## config.mk

```make
export PLATFORM = sky130hd
export DESIGN_NAME = floating_point_ulp_compare
export DESIGN_NICKNAME = d
export VERILOG_FILES = /design/src/rtl/floating_point_check_pkg.sv /design/src/rtl/floating_point_ulp_compare.sv
export SDC_FILE = /design/constraint.sdc
export NUM_CORES = 1
export LEC_CHECK = 0
export ABC_AREA = 0
export BUFFER_PORTS_ARGS = -buffer_cell sky130_fd_sc_hd__buf_2
export CAP_MARGIN = 20
export CORE_UTILIZATION = 30
export DETAILED_ROUTE_END_ITERATION = 10
export PLACE_DENSITY_LB_ADDON = 0.08
export SLEW_MARGIN = 10
export SYNTH_ARGS = -nofsm -noshare
export SYNTH_HDL_FRONTEND = slang
export SYNTH_SLANG_ARGS = --single-unit
```

## constraint.sdc

```tcl
create_clock -name vclk -period 4.4
set_input_delay 0.66 -clock vclk [all_inputs]
set_output_delay 0.66 -clock vclk [all_outputs]
set_load 0.01 [all_outputs]
```

## src/rtl/floating_point_check_pkg.sv

```systemverilog
// Shared types and IEEE-754 single-precision field constants for the result checker.
package floating_point_check_pkg;

    localparam int unsigned FP_W     = 32;
    localparam int unsigned SIGN_POS = 31;
    localparam int unsigned EXP_MSB  = 30;
    localparam int unsigned EXP_LSB  = 23;
    localparam int unsigned MANT_MSB = 22;
    localparam int unsigned MANT_LSB = 0;
    localparam int unsigned MAG_W    = 31;

    localparam logic [7:0]  EXP_MAX  = 8'hFF;

    typedef enum logic [1:0] {
        ST_IDLE = 2'd0,
        ST_RUN  = 2'd1,
        ST_DONE = 2'd2
    } state_t;

endpackage

```

## src/rtl/floating_point_ulp_compare.sv

```systemverilog
// Combinational FP32 equivalence test with ULP tolerance.
//   a, b   : IEEE-754 single-precision operands
//   match  : 1 when the operands are considered equal
module floating_point_ulp_compare
    import floating_point_check_pkg::*;
#(
    parameter int unsigned ULP_TOL = 0
) (
    input  logic [FP_W-1:0] a,
    input  logic [FP_W-1:0] b,
    output logic            match
);

    logic             w_a_exp_max;
    logic             w_b_exp_max;
    logic             w_a_nan;
    logic             w_b_nan;
    logic [MAG_W-1:0] w_mag_a;
    logic [MAG_W-1:0] w_mag_b;
    logic [MAG_W-1:0] w_diff;
    logic             w_within;

    assign w_a_exp_max = (a[EXP_MSB:EXP_LSB] == EXP_MAX);
    assign w_b_exp_max = (b[EXP_MSB:EXP_LSB] == EXP_MAX);
    assign w_a_nan     = w_a_exp_max && (a[MANT_MSB:MANT_LSB] != '0);
    assign w_b_nan     = w_b_exp_max && (b[MANT_MSB:MANT_LSB] != '0);
    assign w_mag_a     = a[MAG_W-1:0];
    assign w_mag_b     = b[MAG_W-1:0];

    // Sign-magnitude encoding makes adjacent magnitudes exactly one ULP apart.
    always_comb begin
        w_diff = '0;
        if (w_mag_a >= w_mag_b) begin
            w_diff = w_mag_a - w_mag_b;
        end else begin
            w_diff = w_mag_b - w_mag_a;
        end
    end

    assign w_within = ({1'b0, w_diff} <= ULP_TOL);

    // Inf only ever matches through bit-identity; NaN/Inf are excluded from the ULP path.
    assign match = (a == b)
                 || (w_a_nan && w_b_nan)
                 || ((w_mag_a == '0) && (w_mag_b == '0))
                 || ((a[SIGN_POS] == b[SIGN_POS]) && !w_a_exp_max && !w_b_exp_max && w_within);

endmodule

```

==> results of run 1 <==
-- worst max-delay path, stage by stage --
cell and delay, ns:
buf_2 0.15, inv_1 0.09, ha_1 0.30, nor2b_1 0.17, o21ba_2 0.22, o311a_1 0.39, o21bai_2 0.21, a211oi_1 0.13
or3_1 0.34, a2111oi_2 0.37, a32o_2 0.22, o2111ai_1 0.13, nand2_1 0.11, buf_2 0.13
-- through the flow --
step,power [W],instance area (sq um)
after floorplan,0.000448,4150
after global placement,0.000738,5210
after detailed placement,0.000738,5210
after CTS,0.000746,5220
after global routing,0.000856,5390
final,0.000786,5390
-- cell type report --
cell class,instances,area [sq um],share of cell area [%]
Timing Repair Buffer,155,1020,18.9
Tap cell,176,220,4.09
Multi-Input combinational cell,541,3880,72.0
Inverter,72,270,5.02
-- report_power, final --
part	switching, W	internal, W	leakage (nW)
Combinational	0.000456	0.000329	2.48
Clock	0	0	0
Sequential	0	0	0
Total	0.000456	0.000329	2.48
-- cells in the final DEF (no fill, tap or decap), types with 9 or more instances in the layout --
cell,instances
or3_1,12
nor3_1,20
buf_4,88
nand4_1,23
o21ai_0,44
ha_1,53
o21a_1,10
buf_2,65
nor2_1,57
inv_1,72
nor4_1,19
nand2_1,38
xnor2_1,15
xor2_1,12
nand3_1,9
a21oi_1,58
-- cells in the mapped netlist, drive strengths merged, types with 10 or more instances --
master / number
inv: 72
a21oi: 68
ha: 61
nor2: 58
o21ai: 57
nand2: 39
nand4: 23
nor4: 23
buf: 22
nor3: 20
xnor2: 15
or3: 12
xor2: 12
o21a: 10
-- layer usage --
layer	vias up	GRT usage (%)	wire [um]	share of wire, %
met5	-	0	0	0
met4	0	3.05	209	1.1
met3	14	2.95	1230	6.7
met2	188	39.8	7940	43
met1	2534	37.7	8910	49
li1	2626	-	-	-
-- worst max-delay path by stage --
stage / startpoint / to / slack [ns] / cells after the start
after floorplan: b[0] / match / 0.45 / 13
after global placement: a[0] / match / -0.02 / 15
after detailed placement: a[0] / match / -0.14 / 15
after CTS: a[10] / match / 0.003 / 14
after global routing: a[0] / match / -0.0008 / 15
final: a[1] / match / 0.11 / 14
-- logic make-up (layout without fill, tap and decap cells) --
family                   Yosys count  in the layout
XOR/XNOR                          27             27
AND/OR/NAND/NOR                  224            224
AO/OA/AOI/OAI                    220            220
multiplexers                       7              7
buffers and inverters            101            227
adder cells (fa/ha/maj)           63             63
-- what timing repair did --
item | 4_1_cts | 5_1_grt
buffers inserted | 0 | 3
hold endpoints to repair | 0 | 0
endpoints found under the setup margin | 1 | 1
pin swaps | 0 | 13
gates resized for setup | 5 | 34
gates cloned | 0 | 0
hold buffers | 0 | 0
==> key figures, run 1 <==
Status
  • Status: finished, final reports clean

Routing
  • Vias: 5362
  • Drt wl/cell: between 15 and 20 um
  • WL final: 18300 um
  • Initial DRC Count: 543
  • DRT Pass-1 Iters: 7
  • Via/cell ratio: 5.68
  • ANT nets after route: 0
  • Drc violations: 0

Logic synthesis
  • Cells after Synth: around 640
  • Post-synthesis mux area share: 1.69%
  • Synth unique cells: 69
  • Area share of the largest cell type after synthesis: a little under a fifth
  • Largest family of logic cells by synthesized area: compound AO/OA/AOI/OAI gates
  • Synth Net Count: 769
  • Post-synth top area cell: ha_1
  • Register area share after synthesis: 0%
  • Adder-Cell Fraction of Synth Area: about a fifth
  • Synth area leaders: ha_1, a21oi_1, inv_1, o21ai_0, nor2_1
  • Post-synthesis instance area: 4150 sq um
  • Synth Area in XOR/XNOR: 5.70%
  • Post-synthesis compound-gate area fraction: 35.1%
  • Simple-Gate Fraction of Synth Area: 28.0%
  • Avg Synthesized Cell Area: 6.46 sq um
  • Warnings from Yosys: 0

Layout
  • Fin cells: around 940
  • Finished Core Util: about two fifths
  • Layout cells sized above 1: 26.7%
  • # diodes: 0
  • Clk_buf instances: 0
  • Register area: 0 sq um
  • Area growth from synthesis to layout: 29.8%
  • Layout fillers: 1475
  • NumNets Final: 897
  • FFs & Latches: 0

Worst hold path
  • HP Start: a[31]
  • Hold Crit Depth: 6
  • HP Class: primary input to output port
  • Hold EP: match

Worst setup path
  • CP Max Fanout: 4
  • Crit Path Class: primary input to output port
  • Critical path required time: 3.74 ns
  • WP data arrival: 3.63 ns
  • CP Launch Type: primary input
  • CP Capture Type: output port

Die
  • IO Count: 65
  • Die Height: about 120 um
  • Die Wd: about 120 um
  • Die area: roughly 14000 sq um
  • Core Rows: 42
  • Initial Util: 31.1%
  • Core ar.: approximately 13000 sq um

STA
  • Final worst slack: 0.114 ns
  • Worst-Margin Slew: 0.922 ns
  • Final Cycle Share: 97.4%
  • Hold slack: 1.84 ns
  • Slew HR: 38.0%
  • Period minus WS final: 4.29 ns
  • TNS Setup: 0 ns
  • Hold Vio Cnt, Final: 0
  • Fmax: 0.233 GHz
  • Slew Limit Fails: 0
  • Final setup vio count: 0

Place
  • Dpl cells: between 900 and 1000
  • Setup WS pre-CTS: -0.138 ns
  • DP HPWL: 15900 um
  • Placer's final routability congestion estimate: 0.961
  • Port Buf Inserts: 65

Global routing
  • Initial antenna violation count: 0
  • Remaining Overflow, GRT: 0
  • GRT Util Overall: 25.4%
  • Vias in the first global route: 5155
  • Largest net degree at the start of global routing: 15
  • Global-route wire length before repair: 28700 um

Pwr
  • Peak VDD IR: 0.0000528 V
  • Pwr dens: 146 nW/um^2
  • Leak: 2.48 nW

Run
  • Max cap viols: 0
(Power assumes the default switching activity.)
==> inputs of run 2 (changes only) <==
- CORE_UTILIZATION: 30 -> 26
- GPL_ROUTABILITY_DRIVEN: unset -> 0
==> run 2 against run 1 <==
Global-route usage down 1.8 points; count of clock-buffer cells in the layout unchanged; flip-flop and latch count is the same; largest cell class unchanged; design area rose by 3.0%; wire length grew 5.1%; power up 3.5%; hold slack worse by 0.0022 ns; sequential share of layout area is the same; first-iteration DRC count is 28% lower; cell count grew 4.1%; critical path depth grew 1; setup slack got worse by 0.0097 ns.
==> key figures, run 2 (synthesis gave the netlist of run 1 again) <==
Layout
  • Fin cells: 983 (+4.1%)
  • Area growth from synthesis to layout: 33.7%
  • Clk_buf instances: 0 (unchanged)
  • # diodes: 0 (unchanged)
  • Most frequent cells in the layout: buf_4, inv_1, buf_2
  • Layout cells sized above 1: 28.9% (+2.2 points)
  • Fin area: 5550 sq um (+3.0%)
  • Most common cell after layout, fill and taps aside: buf_4
  • FFs & Latches: 0 (unchanged)
  • Register area: 0 sq um (unchanged)
  • NumNets Final: 901 (+0.45%)

Routing
  • Via/cell ratio: 5.55 (-2.4%)
  • WL final: 19200 um (+5.1%)
  • ANT nets after route: 0 (unchanged)
  • Vias: 5451 (+1.7%)
  • Drc violations: 0 (unchanged)
  • Initial DRC Count: 393 (-28%)
  • Drt wl/cell: 19.6 um (+0.97%)
  • DRT Pass-1 Iters: 5 (-2)

STA
  • Slew Limit Fails: 0 (unchanged)
  • Hold Vio Cnt, Final: 0 (unchanged)
  • Final setup vio count: 0 (unchanged)
  • Final Cycle Share: 97.6% (+0.22 points)
  • Fmax: 0.233 GHz (-0.22%)
  • Hold slack: 1.84 ns (-0.00219 ns)
  • Slew HR: 47.0% (+9.1 points)
  • Period minus WS final: 4.30 ns (+0.00967 ns)
  • Worst-Margin Slew: 0.787 ns (-0.135 ns)
  • TNS Setup: 0 ns (unchanged)

Die
  • IO Count: 65 (unchanged)
  • Core ar.: 15400 sq um (+15%)
  • Core Rows: 45 (+7.1%)
  • Die Wd: 128 um (+7.3%)
  • Die area: 16500 sq um (+15%)
  • Initial Util: 27.0% (-4.1 points)
  • Die Height: 128 um (+7.3%)

Pwr
  • Leak: 2.51 nW (+1.1%)
  • Internal power: 0.000336 W (+2.1%)
  • Flop pwr share: 0% (unchanged)
  • Switching power share of the total: 58.6% (+0.57 points)
  • Clock power frac: 0% (unchanged)
  • Pwr dens: 147 nW/um^2 (+0.49%)
  • Combinational share of power: 100.0% (about the same)
  • Peak VDD IR: 0.0000337 V (-36%)
  • Power Total: 0.000813 W (+3.5%)
  • Psw: 0.000477 W (+4.5%)

Global routing
  • Largest net degree at the start of global routing: 12 (-3)
  • Global-route wire length before repair: 30300 um (+5.4%)
  • Vias in the first global route: 5445 (+5.6%)
  • GRT Util Overall: 23.6% (-1.8 points)
  • Remaining Overflow, GRT: 0 (unchanged)
  • Initial antenna violation count: 1 (+1)

Worst setup path
  • Worst setup path startpoint: a[1]
  • CP Max Fanout: 3 (-1)
  • Critical path required time: 3.74 ns (about the same)
  • CP Capture Type: output port
  • Crit Path Class: primary input to output port
  • WP data arrival: 3.64 ns (about the same)
  • CP Launch Type: primary input

Place
  • DP Area: 5270 sq um (+1.2%)
  • Port Buf Inserts: 65 (unchanged)
  • DP HPWL: 16500 um (+4.0%)
  • Dpl cells: 980 (+4.1%)

Worst hold path
  • HP Class: primary input to output port
  • HP Start: a[31]

Run
  • Max cap viols: 0 (unchanged)

Status
  • Status: finished, final reports clean
==> run 2: layout make-up <==
class                      count  area, sq um
inverter                      72          270
timing repair buffer         159         1040
fill                        1718         9820
tap                          211          264
multi-input combinational    541         3980
==> run 2: power by group through the flow <==
stage	Clock [W]	Combinational [W]	Sequential [W]
6_report	0	0.000813	0
5_1_grt	0	0.000886	0
4_1_cts	0	0.000762	0
3_5_place_dp	0	0.000746	0
3_3_place_gp	0	0.000749	0
2_1_floorplan	0	0.000448	0
==> run 2: critical path, stage by stage <==
cell and delay, ns:
clkbuf_4 0.15, inv_1 0.06, ha_1 0.30, nor2b_1 0.18
o21ba_2 0.23, o311a_4 0.38, o21bai_4 0.15, buf_4 0.14
a211oi_1 0.09, or3_1 0.34, a2111oi_2 0.36, a32o_2 0.24
o2111ai_2 0.13, nand2_1 0.10, buf_2 0.13
==> run 2: final timing paths <==
| check | endpoint | slack (ns) | cells past startpoint |
|---|---|---|---|
| setup / recovery | match | 0.10 | 15 |
| hold / removal | match | 1.84 | 6 |
==> run 2: timing repair <==
action / 4_1_cts / 5_1_grt
gates resized for setup: 15 / 44
hold buffers: 0 / 0
endpoints found under the hold margin: 0 / 0
pin swaps: 7 / 19
setup buffers: 0 / 3
endpoints found under the setup margin: 1 / 1
==> run 2: stage by stage <==
| stage | setup WS [ns] | util, % |
|---|---|---|
| detailed placement | -0.325 | 34.3 |
| finish | 0.105 | 36.1 |
| floorplan | 0.448 | - |
| global placement | -0.406 | 34.3 |
| global route | -0.0318 | 36.1 |
| CTS | 0.00548 | 34.7 |
==> run 2: metal layers <==
layer	track usage [%]	share of wire (%)
met5	0	0
met4	6.57	3.7
met3	0.835	4.6
met2	40.8	46
met1	31.9	46
